### config.mk
export PLATFORM = sky130hd
export DESIGN_NAME = uart_rx
export DESIGN_NICKNAME = d
export VERILOG_FILES = /design/src/rtl/uart_rx.sv
export SDC_FILE = /design/constraint.sdc
export NUM_CORES = 1
export LEC_CHECK = 0
export BUFFER_PORTS_ARGS = -buffer_cell sky130_fd_sc_hd__buf_2
export CORE_MARGIN = 3
export CORE_UTILIZATION = 45
export CTS_CLUSTER_DIAMETER = 120
export DETAILED_ROUTE_END_ITERATION = 8
export PLACE_DENSITY_LB_ADDON = 0.15
export SYNTH_ARGS = -nofsm -noshare
export SYNTH_HDL_FRONTEND = slang
export SYNTH_SLANG_ARGS = --single-unit
### constraint.sdc
create_clock -name clock_out -period 5 [get_ports clock_out]
set_clock_uncertainty 0.2 [all_clocks]
set_input_delay 0.5 -clock clock_out [delete_from_list [all_inputs] [get_ports clock_out]]
set_output_delay 0.5 -clock clock_out [all_outputs]
set_load 0.02 [all_outputs]
### src/rtl/uart_rx.sv
// UART receive channel. It oversamples sdata_rx_in on clock_out, which runs at BAUDRATE*OVERSAMPLING, and samples each bit at its centre.
// Latency: the byte appears on data_rx_out/valid_rx_out one clock after the stop-bit centre sample.
// Backpressure: one output register. A good frame that arrives while that register is still full is dropped, and overrun_error_out pulses.
//
// Ports:
//   clock_out         baud-oversampling clock
//   nreset            asynchronous active-low reset
//   sdata_rx_in       asynchronous serial line, idles high
//   ready_rx_in       consumer accepts data_rx_out when valid_rx_out is high
//   data_rx_out       received byte, stable while valid_rx_out is high
//   valid_rx_out      data_rx_out holds an unconsumed byte
//   frame_error_out   one-cycle pulse: stop bit sampled low
//   overrun_error_out one-cycle pulse: good frame dropped, output register full
//   busy_rx_out       high while the receiver is not idle
module uart_rx #(
    parameter int BYTESIZES    = 8,
    parameter int OVERSAMPLING = 16
) (
    input  logic                 clock_out,
    input  logic                 nreset,
    input  logic                 sdata_rx_in,
    input  logic                 ready_rx_in,
    output logic [BYTESIZES-1:0] data_rx_out,
    output logic                 valid_rx_out,
    output logic                 frame_error_out,
    output logic                 overrun_error_out,
    output logic                 busy_rx_out
);

    localparam int CW  = $clog2(OVERSAMPLING);
    localparam int BIW = (BYTESIZES > 1) ? $clog2(BYTESIZES) : 1;

    localparam logic [CW-1:0]  CNT_HALF = CW'(OVERSAMPLING / 2 - 1);
    localparam logic [CW-1:0]  CNT_LAST = CW'(OVERSAMPLING - 1);
    localparam logic [BIW-1:0] BIT_LAST = BIW'(BYTESIZES - 1);

    typedef enum logic [2:0] {
        IDLE,
        START,
        DATA,
        STOP,
        WAIT_HIGH
    } state_t;

    state_t                 state;
    logic [CW-1:0]          cnt;
    logic [BIW-1:0]         bit_idx;
    logic [BYTESIZES-1:0]   shift_reg;
    logic                   deliver;
    logic                   rx_meta;
    logic                   rx_s;

    // Both synchronizer stages reset to the idle line level.
    // This stops a spurious start bit from being detected when reset is released.
    always_ff @(posedge clock_out or negedge nreset) begin
        if (!nreset) begin
            rx_meta <= 1'b1;
            rx_s    <= 1'b1;
        end else begin
            rx_meta <= sdata_rx_in;
            rx_s    <= rx_meta;
        end
    end

    always_ff @(posedge clock_out or negedge nreset) begin
        if (!nreset) begin
            state             <= IDLE;
            cnt               <= '0;
            bit_idx           <= '0;
            shift_reg         <= '0;
            deliver           <= 1'b0;
            data_rx_out       <= '0;
            valid_rx_out      <= 1'b0;
            frame_error_out   <= 1'b0;
            overrun_error_out <= 1'b0;
            busy_rx_out       <= 1'b0;
        end else begin
            frame_error_out   <= 1'b0;
            overrun_error_out <= 1'b0;
            deliver           <= 1'b0;
            cnt               <= cnt + 1'b1;

            case (state)
                IDLE: begin
                    if (!rx_s) begin
                        state       <= START;
                        cnt         <= '0;
                        busy_rx_out <= 1'b1;
                    end
                end

                // Re-check the line at the centre of the start bit.
                // A low that has already gone away is noise, so it is ignored without raising any flag.
                START: begin
                    if (cnt == CNT_HALF) begin
                        cnt <= '0;
                        if (rx_s) begin
                            state       <= IDLE;
                            busy_rx_out <= 1'b0;
                        end else begin
                            state   <= DATA;
                            bit_idx <= '0;
                        end
                    end
                end

                // From here on, a full bit period after each centre sample lands on the centre of the next bit.
                DATA: begin
                    if (cnt == CNT_LAST) begin
                        cnt                <= '0;
                        shift_reg[bit_idx] <= rx_s;
                        bit_idx            <= bit_idx + 1'b1;
                        if (bit_idx == BIT_LAST) begin
                            state <= STOP;
                        end
                    end
                end

                // The FSM returns to IDLE at the stop-bit centre.
                // This leaves half a bit period to catch the start edge of a back-to-back frame.
                STOP: begin
                    if (cnt == CNT_LAST) begin
                        cnt <= '0;
                        if (rx_s) begin
                            deliver     <= 1'b1;
                            state       <= IDLE;
                            busy_rx_out <= 1'b0;
                        end else begin
                            frame_error_out <= 1'b1;
                            state           <= WAIT_HIGH;
                        end
                    end
                end

                // A break or stuck-low line must not be treated as a fresh start bit.
                WAIT_HIGH: begin
                    if (rx_s) begin
                        state       <= IDLE;
                        cnt         <= '0;
                        busy_rx_out <= 1'b0;
                    end
                end

                default: begin
                    state       <= IDLE;
                    cnt         <= '0;
                    busy_rx_out <= 1'b0;
                end
            endcase

            // Output register.
            // A byte being consumed in this same cycle frees the slot for the new delivery.
            if (deliver) begin
                if (!valid_rx_out || ready_rx_in) begin
                    data_rx_out  <= shift_reg;
                    valid_rx_out <= 1'b1;
                end else begin
                    overrun_error_out <= 1'b1;
                end
            end else if (valid_rx_out && ready_rx_in) begin
                valid_rx_out <= 1'b0;
            end
        end
    end

endmodule

* Word level (Yosys, flattened, before mapping)
Index checks and enable logic that the tools add are counted.
** Storage, ports and cells
- Register bits after elaboration :: 33
- Bits of input ports :: 4
- Output and inout port bits :: 12
** Cells by class
- Add/sub/neg operators :: 2
- Order comparisons :: 2
- Equality and inequality tests :: 15
- Mux-type cells :: 37
- Bitwise gates (word level) :: 1
- Reductions and logical operators :: 14
** Operators with widths (count)
- 3-bit two-way mux :: 10
- 1-bit two-way mux :: 16
- 4-bit two-way mux :: 4
- 4-bit one-hot mux with 4 select lines :: 1
- 3-bit one-hot mux with 5 select lines :: 1
- 2-bit inequality test, second input constant :: 7
- 8-bit bitwise mux :: 1
- 4-bit AND reduction :: 2
- 3-bit by 2-bit == test with 1-bit output, second input constant :: 2
- 3-bit == test, second input constant :: 2
- 3-bit one-hot mux with 2 select lines :: 1
- 2-bit AND reduction :: 3
- 6-bit AND reduction :: 1
- 1-bit one-hot mux with 5 select lines :: 1
- 4-bit by 1-bit adder with 4-bit output, second input constant :: 1
- 4-bit by 3-bit == test with 1-bit output, second input constant :: 1
- 4-bit == test, second input constant :: 1
- 3-bit by 4-bit < comparator with 1-bit output, second input constant :: 1
- 2-bit nonzero test :: 2
- 3-bit by 1-bit adder with 3-bit output, second input constant :: 1
- 1-bit demux with 3-bit select :: 1
- 3-bit by 1-bit == test with 1-bit output, second input constant :: 1
- 3-bit by 1-bit >= comparator with 1-bit output, second input constant :: 1
- 3-bit zero test :: 1
- other kinds (7) :: 8

* Longest topological paths before layout
Gate-level depths: netlist of the first run.
- Depth after elaboration :: 5
- Depth in mapped cells :: 5
- Gate-level depth less buffers :: 4

* Least setup slack after synthesis of the first run
OpenSTA, ideal clock, no wires.
- Kind :: reg-to-reg
- From :: register cnt[0]
- To :: register shift_reg[1]
- Data arrival time :: 1483 ps
- Slack :: 3192 ps
- Stages on the path, launching flop included :: 6
- Path buffers :: 1
- Clock period less this slack :: 1808 ps
- Cells stage by stage :: dfrtp_1 -> ha_1 -> nand3b_1 -> buf_4 -> nor4_1 -> mux2_2
** Between the ends
- Longest elaborated chain between the ends :: 2
** Ends and longest elaborated chain
- start: declaration :: RTL line 46 : logic [CW-1:0] cnt;
- start signal: assignment :: RTL line 81 : cnt <= cnt + 1'b1;
- 4-bit == test :: RTL line 109 : if (cnt == CNT_LAST) begin
- 2-bit AND reduction (no source line)
- end signal: indexed assignment :: RTL line 111 : shift_reg[bit_idx] <= rx_s;
- end: declaration :: RTL line 48 : logic [BYTESIZES-1:0] shift_reg;
Every way passes these cells.
A chain may end at the register's enable or synchronous reset.

* Worst setup path in the final report of the first run
- From :: register cnt[0]
- To :: register shift_reg[5]
Same word-level chain as after synthesis.

==> impl_results.md, run 1 <==
- # diodes: 0
- Crit path arrival time: 2.15 ns
- Non-Filler Instances: 179
- Setup TNS: 0 ns
- Synth Register Bits: 33
- Gr usage total: 14.89%
- GPL Wtd Cong: 0.7848
- Ys Warns: 0
- Layout cells sized above 1: 31.11%
- CTS resizes: 0
- Detailed Place HPWL: 1704 microns
- Core area: 0.003078 sq mm
- DRT iter0 DRCs: 49
- P per Cell Area: 412.2 mW/mm^2
- Worst setup EP type: register
- Per-cell routed wire length: 14.10 microns
- Synth area leader: dfrtp_1
- Initial Util: 47.68%
- Vert. Die Dim: 63.11 microns
- CTS tree: yes
- H-tree lvl count: 2
- CP startpoint kind: register
- Relative slew slack: 52.36%
- Max Fclk: 467.8 MHz
- Worst Hold Class: primary input to asynchronous set/reset pin
- RSZ-0062 raised after global routing: false
- Reg-to-reg slack, setup: 2.86 ns
- Seq pwr share: 55.0%
- Clock Power Share: 22.8%
- Commonest non-fill, non-tap cell in the layout: dfrtp_1
- Net Sw Frac: 33.41%
- Req. time, crit path: 5.01 ns
- EDFF count, synth: 0
- Post-Syn Nets: 125
- Internal Pwr Total: 0.0004447 W
- Ys async rst share: 100.0%
- Net Sw Power: 0.0002231 W
- Final-stage net count: 142
- Residual DRC: 0
- Max cap viols: 0
- Initial DRT Pass Iterations: 4
- Post-CTS setup repair buffer count: 0
- Tightest Pin Transition: 0.7147 ns
- CTS Hold Buffers Added: 0
- Final period util: 42.75%
- Setup-failing EPs final: 0
- Antenna viol nets, final: 0
- Critical path class: register to register
- Mapped cell area: 0.001468 sq mm
- Largest net degree at the start of global routing: 34
- Worst-Skew Late Latency: 0.33 ns
- Vias in the first global route: 917
- Crit Path Max Fanout: 13
- Via count: 978
- Yosys top cell area share: 52.86%
- DP Cell Count: 172
- Commonest non-fill, non-tap cells in the layout: 31 x dfrtp_1, 16 x mux2_2, 15 x buf_2
- Hold Fails Final Rpt: 0
- Initial antenna violation count: 0
- Grt total ovfl: 0
- Ys flop type: dfrtp_1
- Area contributors post-synth: dfrtp_1 53%, mux2_2 12%, dfstp_2 3.6%
- Clock transition at path regs: 0.10 ns
- CTS buffer count: 5
- Routed wire length: 2524 microns
- Outcome: complete, no violations
- Root buffer cell: clkbuf_4
- Sequential area share after synthesis: 56.44%
- Row cnt: 20
- Pins Over Slew Limit: 0
- Die W: 63.11 microns
- Clock buffer depth: 2
- Synth cell types: 37
- Syn Inst Count: 118
- Die footprint: 0.003983 sq mm
- First-pass GRT wire length: 4519 microns
- # IOs: 16
- Worst-case vdd ir drop: 215.8 uV
- CTS sink cnt: 33
- Comb power frac: 22.1%
- Vias per cell: 5.464
- Lkg Pwr: 0.7729 nW
- Min cycle time layout: 2.138 ns
- I/O Buffers: 15
- Syn-to-layout area delta: 10.40%
- Mean Syn Cell Area: 12.44 sq um
routing by layer:
metal  GRT usage [%]  vias up  share of wire [%]  wire length (microns)
met5               0        -                  0                      0
met4           6.336        0                1.7                     44
met3           6.417        6                5.9                    150
met2           20.82       25                 43                   1074
met1           20.00      481                 50                   1254
li1                -      466                  -                      -
worst max-delay path, stage by stage (launching register included):
cell,delay (ns)
dfrtp_1,0.38
ha_1,0.23
nand3b_1,0.35
nor4_1,0.49
mux2_2,0.38
power by group through the flow:
| stage | Clock [W] | Combinational [W] | Sequential, W |
|---|---|---|---|
| 2_1_floorplan | 0 | 0.000150 | 0.000344 |
| 3_3_place_gp | 0 | 0.000145 | 0.000369 |
| 5_1_grt | 0.000174 | 0.000168 | 0.000378 |
| 3_5_place_dp | 0 | 0.000149 | 0.000372 |
| 4_1_cts | 0.000156 | 0.000149 | 0.000367 |
| 6_report | 0.000153 | 0.000148 | 0.000368 |
cell usage after synthesis (2+ instances only):
cell type and count:
buf_2 2, nor4_1 8, inv_1 5, mux2_2 16, nand2_1 5, nor2_1 6, a22o_1 3, ha_1 3
nor4b_1 2, a31oi_1 2, dfrtp_1 31, dfstp_2 2, nand3_1 3, nor3_1 5, nand2b_1 3
worst paths after layout:
kind	from	end	cells after the start
setup / recovery	cnt[0]	shift_reg[5]	4
hold / removal	nreset	data_rx_out[0]	1
setup reg to reg	cnt[0]	shift_reg[5]	4
hold reg to reg	rx_meta	rx_s	0
max in group asynchronous	nreset	cnt[3]	1
min in group clock_out	sdata_rx_in	rx_meta	1
kinds of logic after synthesis:
logic type      Yosys count  synth area share (%)
xor+xnor                  2                 1.194
compound gates           13                 6.821
flops                    33                 56.44
fa+ha+maj                 4                 3.240
mux                      17                 13.30
simple gates             39                 15.52
buf+inv                  10                 3.495
final cells by class:
class | instances | area, sq um
Sequential cell | 33 | 828.3
Multi-Input combinational cell | 75 | 588.1
Inverter | 5 | 18.77
Tap cell | 44 | 55.05
Clock buffer | 7 | 55.05
Timing Repair Buffer | 15 | 75.07
Fill cell | 276 | 1458
metrics by stage:
step           area [sq um]  hold WS [ns]  utilization [%]  setup WS, ns  power (W)
2_1_floorplan          1468      0.004409                -         3.192  0.0004935
3_3_place_gp           1565        0.1478            50.85         2.902  0.0005142
3_5_place_dp           1565        0.1495            50.85         2.901  0.0005209
4_1_cts                1620       0.03655            52.64         2.889  0.0006728
5_1_grt                1620       0.03501            52.64         2.739  0.0007200
6_report               1620       0.01045            52.64         2.863  0.0006678
(Power assumes the default switching activity.)
==> run 2, diff against run 1 <==
clock period = 2 ns   (was 5 ns; I/O delays follow)
==> run 2 against run 1 <==
Compared with the run above:
- count of clock-buffer cells in the layout unchanged
- worst hold slack better by 0.15 ns
- critical path depth is 1 higher
- combinational power grew to 3.5 times the previous value
- routed wire length up 6.2%
- register-to-register slack got worse by 2.8 ns
- worst setup slack got worse by 2.8 ns
- cell area up 6.2%
- largest cell class unchanged
==> impl_results.md, run 2 (same netlist as run 1, synthesis figures left out) <==
- DRT iter0 DRCs: 53 (+8.2%)
- Post-DP Area: 0.001603 sq mm (+2.4%)
- Worst-Skew Late Latency: 0.34 ns (about the same)
- Final Power: 0.001749 W (+160%)
- Final std cell area, no fill: 0.001720 sq mm (+6.2%)
- Crit path capture: shift_reg[7]
- Root buffer cell: clkbuf_4
- Initial antenna violation count: 0 (unchanged)
- Final period util: 97.95% (+55 points)
- Relative slew slack: 52.92% (+0.56 points)
- Critical R2R Launch: cnt[0]
- Pins Over Slew Limit: 0 (unchanged)
- Die footprint: 0.003983 sq mm (unchanged)
- First-pass GRT wire length: 4409 microns (-2.4%)
- Commonest non-fill, non-tap cell in the layout: dfrtp_1
- Reg-to-reg slack, setup: 0.04 ns (-2.82 ns)
- Worst setup EP type: register
- Via count: 1,001 (+2.4%)
- CP startpoint kind: register
- Min cycle time layout: 1.959 ns (-0.1785 ns)
- Outcome: complete, no violations
- Vias in the first global route: 937 (+2.2%)
- Residual DRC: 0 (unchanged)
- P per Cell Area: 1017 mW/mm^2 (+150%)
- # diodes: 0 (unchanged)
- CTS tree: yes
- Core area: 0.003078 sq mm (unchanged)
- Worst-case vdd ir drop: 480.7 uV (+120%)
- Grt total ovfl: 0 (unchanged)
- FF-to-FF path depth: 5 (+1)
- RR Endpoint: shift_reg[7]
- Max Fclk: 510.5 MHz (+9.1%)
- FF+latch area: 828.3 sq um (unchanged)
- Req. time, crit path: 2.03 ns (-2.98 ns)
- Tightest Pin Transition: 0.7062 ns (-0.008425 ns)
- Crit path arrival time: 1.99 ns (-0.16 ns)
- Final Util: 55.89% (+3.3 points)
- Commonest non-fill, non-tap cells in the layout: 31 x dfrtp_1, 16 x mux2_2, 15 x buf_2
- Worst setup path startpoint: cnt[0]
- FILL cells: 269 (-2.5%)
- CTS buffer count: 5 (unchanged)
- # IOs: 16 (unchanged)
- Vert. Die Dim: 63.11 microns (unchanged)
- Max cap viols: 0 (unchanged)
- Routed wire length: 2680 microns (+6.2%)
- Syn-to-layout area delta: 17.22%
- CTS sink cnt: 33 (unchanged)
- H-tree lvl count: 2 (unchanged)
- Initial Util: 47.68% (unchanged)
- Layout cells sized above 1: 36.11% (+5.0 points)
- Antenna viol nets, final: 0 (unchanged)
- Worst Hold Class: register to register
- GPL Wtd Cong: 0.8461 (+7.8%)
- Hold Fails Final Rpt: 0 (unchanged)
- Clock buffer depth: 2 (unchanged)
- Clock transition at path regs: 0.09 ns (about the same)
- Final-stage net count: 151 (+6.3%)
- I/O Buffers: 15 (unchanged)
- Die W: 63.11 microns (unchanged)
- Lkg Pwr: 0.8173 nW (+5.7%)
- Per-cell routed wire length: 14.26 microns (+1.1%)
- Largest net degree at the start of global routing: 34 (unchanged)
- Setup-failing EPs final: 0 (unchanged)
- Setup TNS: 0 ns (unchanged)
- Vias per cell: 5.324 (-2.5%)
- Area of the multi-input gates: 613.1 sq um (+4.3%)
- Crit Path Max Fanout: 8 (-5)
- Row cnt: 20 (unchanged)
- Detailed Place HPWL: 1800 microns (+5.6%)
- Initial DRT Pass Iterations: 4 (unchanged)
- Critical path class: register to register
- Gr usage total: 14.47% (-0.41 points)
## run 2: area by class of cell
| cell class | count | area share (%) |
|---|---|---|
| Timing Repair Buffer | 24 | 8.727 |
| Inverter | 5 | 1.091 |
| Sequential cell | 33 | 48.15 |
| Multi-Input combinational cell | 75 | 35.64 |
| Tap cell | 44 | 3.200 |
| Clock buffer | 7 | 3.200 |
## run 2: through the flow
| step | hold slack [ns] | std cells | worst slack, ns |
|---|---|---|---|
| CTS | 0.1625 | 187 | -0.003702 |
| global placement | 0.09018 | 177 | -0.01876 |
| finish | 0.1610 | 188 | 0.04103 |
| detailed placement | 0.1024 | 177 | -0.07157 |
| floorplan | -0.2956 | 118 | 0.1919 |
| global route | 0.1657 | 188 | -0.03306 |
## run 2: where the power goes
part	internal (W)	switching, W
registers	0.000767	0.0000924
logic	0.000237	0.000277
clock network	0.000166	0.000210
total	0.00117	0.000580
## run 2: worst min-delay path by stage
stage	end	slack, ns	startpoint	cells after the start
2_1_floorplan	bit_idx[0]	-0.30	nreset	0
3_3_place_gp	data_rx_out[0]	0.09	nreset	1
3_5_place_dp	data_rx_out[0]	0.10	nreset	1
4_1_cts	rx_s	0.16	rx_meta	0
5_1_grt	rx_s	0.17	rx_meta	0
6_report	rx_s	0.16	rx_meta	0
## run 2: worst max-delay path: stages (launching register included)
cell	delay [ns]
dfrtp_1	0.38
ha_1	0.24
nand3b_1	0.12
buf_4	0.19
nor4_1	0.36
mux2_2	0.38
## run 2: layer usage
layer  vias up  track usage, %  wire length (microns)  part of all wire (%)
met5         -               0                      0                     0
met4         0           5.785                     47                   1.8
met3         5           6.952                    141                   5.3
met2        17           21.74                   1295                    48
met1       496           17.82                   1196                    45
li1        483               -                      -                     -
## run 2: what timing repair did
action,in CTS,in global routing
hold buffers,3,0
endpoints found under the setup margin,1,8
cloned,0,0
buffers inserted,0,1
endpoints found under the hold margin,34,0
resized for setup,1,3
==> run 3, diff against run 2 <==
BUFFER_PORTS_ARGS = default   (was -buffer_cell sky130_fd_sc_hd__buf_2)
DONT_BUFFER_PORTS = 1   (was default)
==> run 3 against run 2 <==
Compared with the run above:
- cell area decreased by 1.5%
- combinational power decreased by 1%
- count of clock-buffer cells in the layout unchanged
- flip-flop and latch count unchanged
- die area unchanged
- critical endpoint is now shift_reg[1]
==> impl_results.md, run 3 (same netlist as run 1, synthesis figures left out) <==
- Outcome: complete, no violations
- Met3 routed WL: 132 microns (-6.4%)
- Commonest non-fill, non-tap cells in the layout: 31 x dfrtp_1, 16 x mux2_2, 7 x buf_4
- Commonest non-fill, non-tap cell in the layout: dfrtp_1
- Residual DRC: 0 (unchanged)
- Net Sw Power: 0.0005924 W (+2.2%)
- Setup-failing EPs final: 0 (unchanged)
- CP startpoint kind: register
- Initial Util: 47.68% (unchanged)
- DRT iter0 DRCs: 38 (-28%)
- Clock transition at path regs: 0.10 ns (about the same)
- Critical R2R Launch: cnt[0]
- Via count: 966 (-3.5%)
- Die W: 63.11 microns (unchanged)
- H-tree lvl count: 2 (unchanged)
- Comb power frac: 28.1% (-1.3 points)
- Worst-Skew Late Latency: 0.32 ns (-0.02 ns)
- Worst Hold Class: primary input to asynchronous set/reset pin
- RSZ-0062 raised after global routing: false
- Row cnt: 20 (unchanged)
- Vert. Die Dim: 63.11 microns (unchanged)
- Post-DP Area: 0.001535 sq mm (-4.2%)
- Critical path class: register to register
- Reg-to-reg slack, setup: 0.17 ns (+0.13 ns)
- Met2 WL: 1291 microns (-0.31%)
- Crit Path Max Fanout: 8 (unchanged)
- Min cycle time layout: 1.825 ns (-0.1338 ns)
- Detailed Place HPWL: 1729 microns (-3.9%)
- # IOs: 16 (unchanged)
- CTS sink cnt: 33 (unchanged)
- RR Endpoint: shift_reg[1]
- Max cap viols: 0 (unchanged)
- Initial DRT Pass Iterations: 4 (unchanged)
- Max Fclk: 547.9 MHz (+7.3%)
- Die footprint: 0.003983 sq mm (unchanged)
- CTS tree: yes
- Worst setup EP type: register
- FF-to-FF path depth: 5 (unchanged)
- Vias in the first global route: 947 (+1.1%)
- # diodes: 0 (unchanged)
- DR top layer: met4
- Root buffer cell: clkbuf_4
- Final Util: 55.04% (-0.85 points)
- Per-cell routed wire length: 15.25 microns (+7.0%)
- Setup TNS: 0 ns (unchanged)
- Relative slew slack: 58.85% (+5.9 points)
- Final period util: 91.26% (-6.7 points)
- Initial antenna violation count: 0 (unchanged)
- Seq pwr share: 48.6% (-0.5 points)
- Net Sw Frac: 32.86% (-0.28 points)
- Crit path arrival time: 1.85 ns (-0.14 ns)
- Routed wire length: 2684 microns (+0.15%)
- Final std cell area, no fill: 0.001694 sq mm (-1.5%)
- Gr usage total: 14.97% (+0.50 points)
- Lkg Pwr: 0.7646 nW (-6.4%)
- First-pass GRT wire length: 4533 microns (+2.8%)
- Hold Fails Final Rpt: 0 (unchanged)
- Layout cells sized above 1: 31.82% (-4.3 points)
- Worst-case vdd ir drop: 504.3 uV (+4.9%)
- Internal Pwr Total: 0.001210 W (+3.5%)
- P per Cell Area: 1064 mW/mm^2 (+4.7%)
- Clock Power Share: 23.3% (+1.8 points)
- I/O Buffers: 0 (-15)
- Final-stage net count: 138 (-8.6%)
- Core area: 0.003078 sq mm (unchanged)
- Tightest Pin Transition: 0.6095 ns (-0.09673 ns)
- CTS buffer count: 5 (unchanged)
- M1 WL: 1213 microns (+1.4%)
- GPL Wtd Cong: 0.7873 (-6.9%)
- Grt total ovfl: 0 (unchanged)
- Pins Over Slew Limit: 0 (unchanged)
- Largest net degree at the start of global routing: 34 (unchanged)
- Clock buffer depth: 2 (unchanged)
- Antenna viol nets, final: 0 (unchanged)
- Syn-to-layout area delta: 15.43%
- Req. time, crit path: 2.02 ns (about the same)
- FILL cells: 277 (+3.0%)
- Vias per cell: 5.489 (+3.1%)
-- run 3: worst max-delay path by stage --
stage	startpoint	endpoint	slack [ns]
2_1_floorplan	cnt[0]	shift_reg[1]	0.19
3_3_place_gp	cnt[0]	shift_reg[0]	0.05
3_5_place_dp	cnt[0]	shift_reg[0]	0.05
4_1_cts	cnt[0]	shift_reg[0]	0.02
5_1_grt	cnt[0]	cnt[1]	0.04
6_report	cnt[0]	shift_reg[1]	0.17
-- run 3: layout make-up --
cell class / instances / area (sq um) / share of cell area (%)
clock buffer: 7 / 65.06 / 3.840
clock inverter: 1 / 5.005 / 0.2954
inverter: 5 / 18.77 / 1.108
multi-input combinational: 75 / 619.3 / 36.56
sequential: 33 / 828.3 / 48.89
tap: 44 / 55.05 / 3.250
timing repair buffer: 11 / 102.6 / 6.056
-- run 3: repair_timing --
item | CTS | global route
hold buffers | 4 | 0
hold endpoints to repair | 36 | 0
setup endpoints to repair | 0 | 5
setup buffers | 0 | 1
gates resized for setup | 0 | 5
-- run 3: metal layers --
layer	GRT usage, %	vias up
li1	-	459
met1	19.72	473
met2	21.74	28
met3	4.991	6
met4	7.989	0
met5	0	-
-- run 3: metrics by stage --
step                hold WS, ns  cells  worst slack [ns]  total power (W)
global route             0.1142    176           0.04321         0.001937
CTS                      0.1123    175           0.01618         0.001798
floorplan               -0.2956    118            0.1919         0.001234
detailed placement      -0.2948    163           0.05184         0.001340
finish                   0.1330    176            0.1748         0.001802
global placement        -0.2949    163           0.04580         0.001325
-- run 3: worst max-delay path, stage by stage, from the launching register on --
cell and delay [ns]:
dfrtp_1 0.38, ha_1 0.17, nand3b_1 0.11, buf_4 0.19
nor4_2 0.31, mux2_2 0.37
-- run 3: power groups by stage --
stage	combinational [W]	sequential [W]	clock (W)
CTS	0.000483	0.000877	0.000439
detailed placement	0.000451	0.000889	0
global placement	0.000440	0.000885	0
global route	0.000569	0.000895	0.000473
finish	0.000507	0.000876	0.000419
floorplan	0.000374	0.000860	0
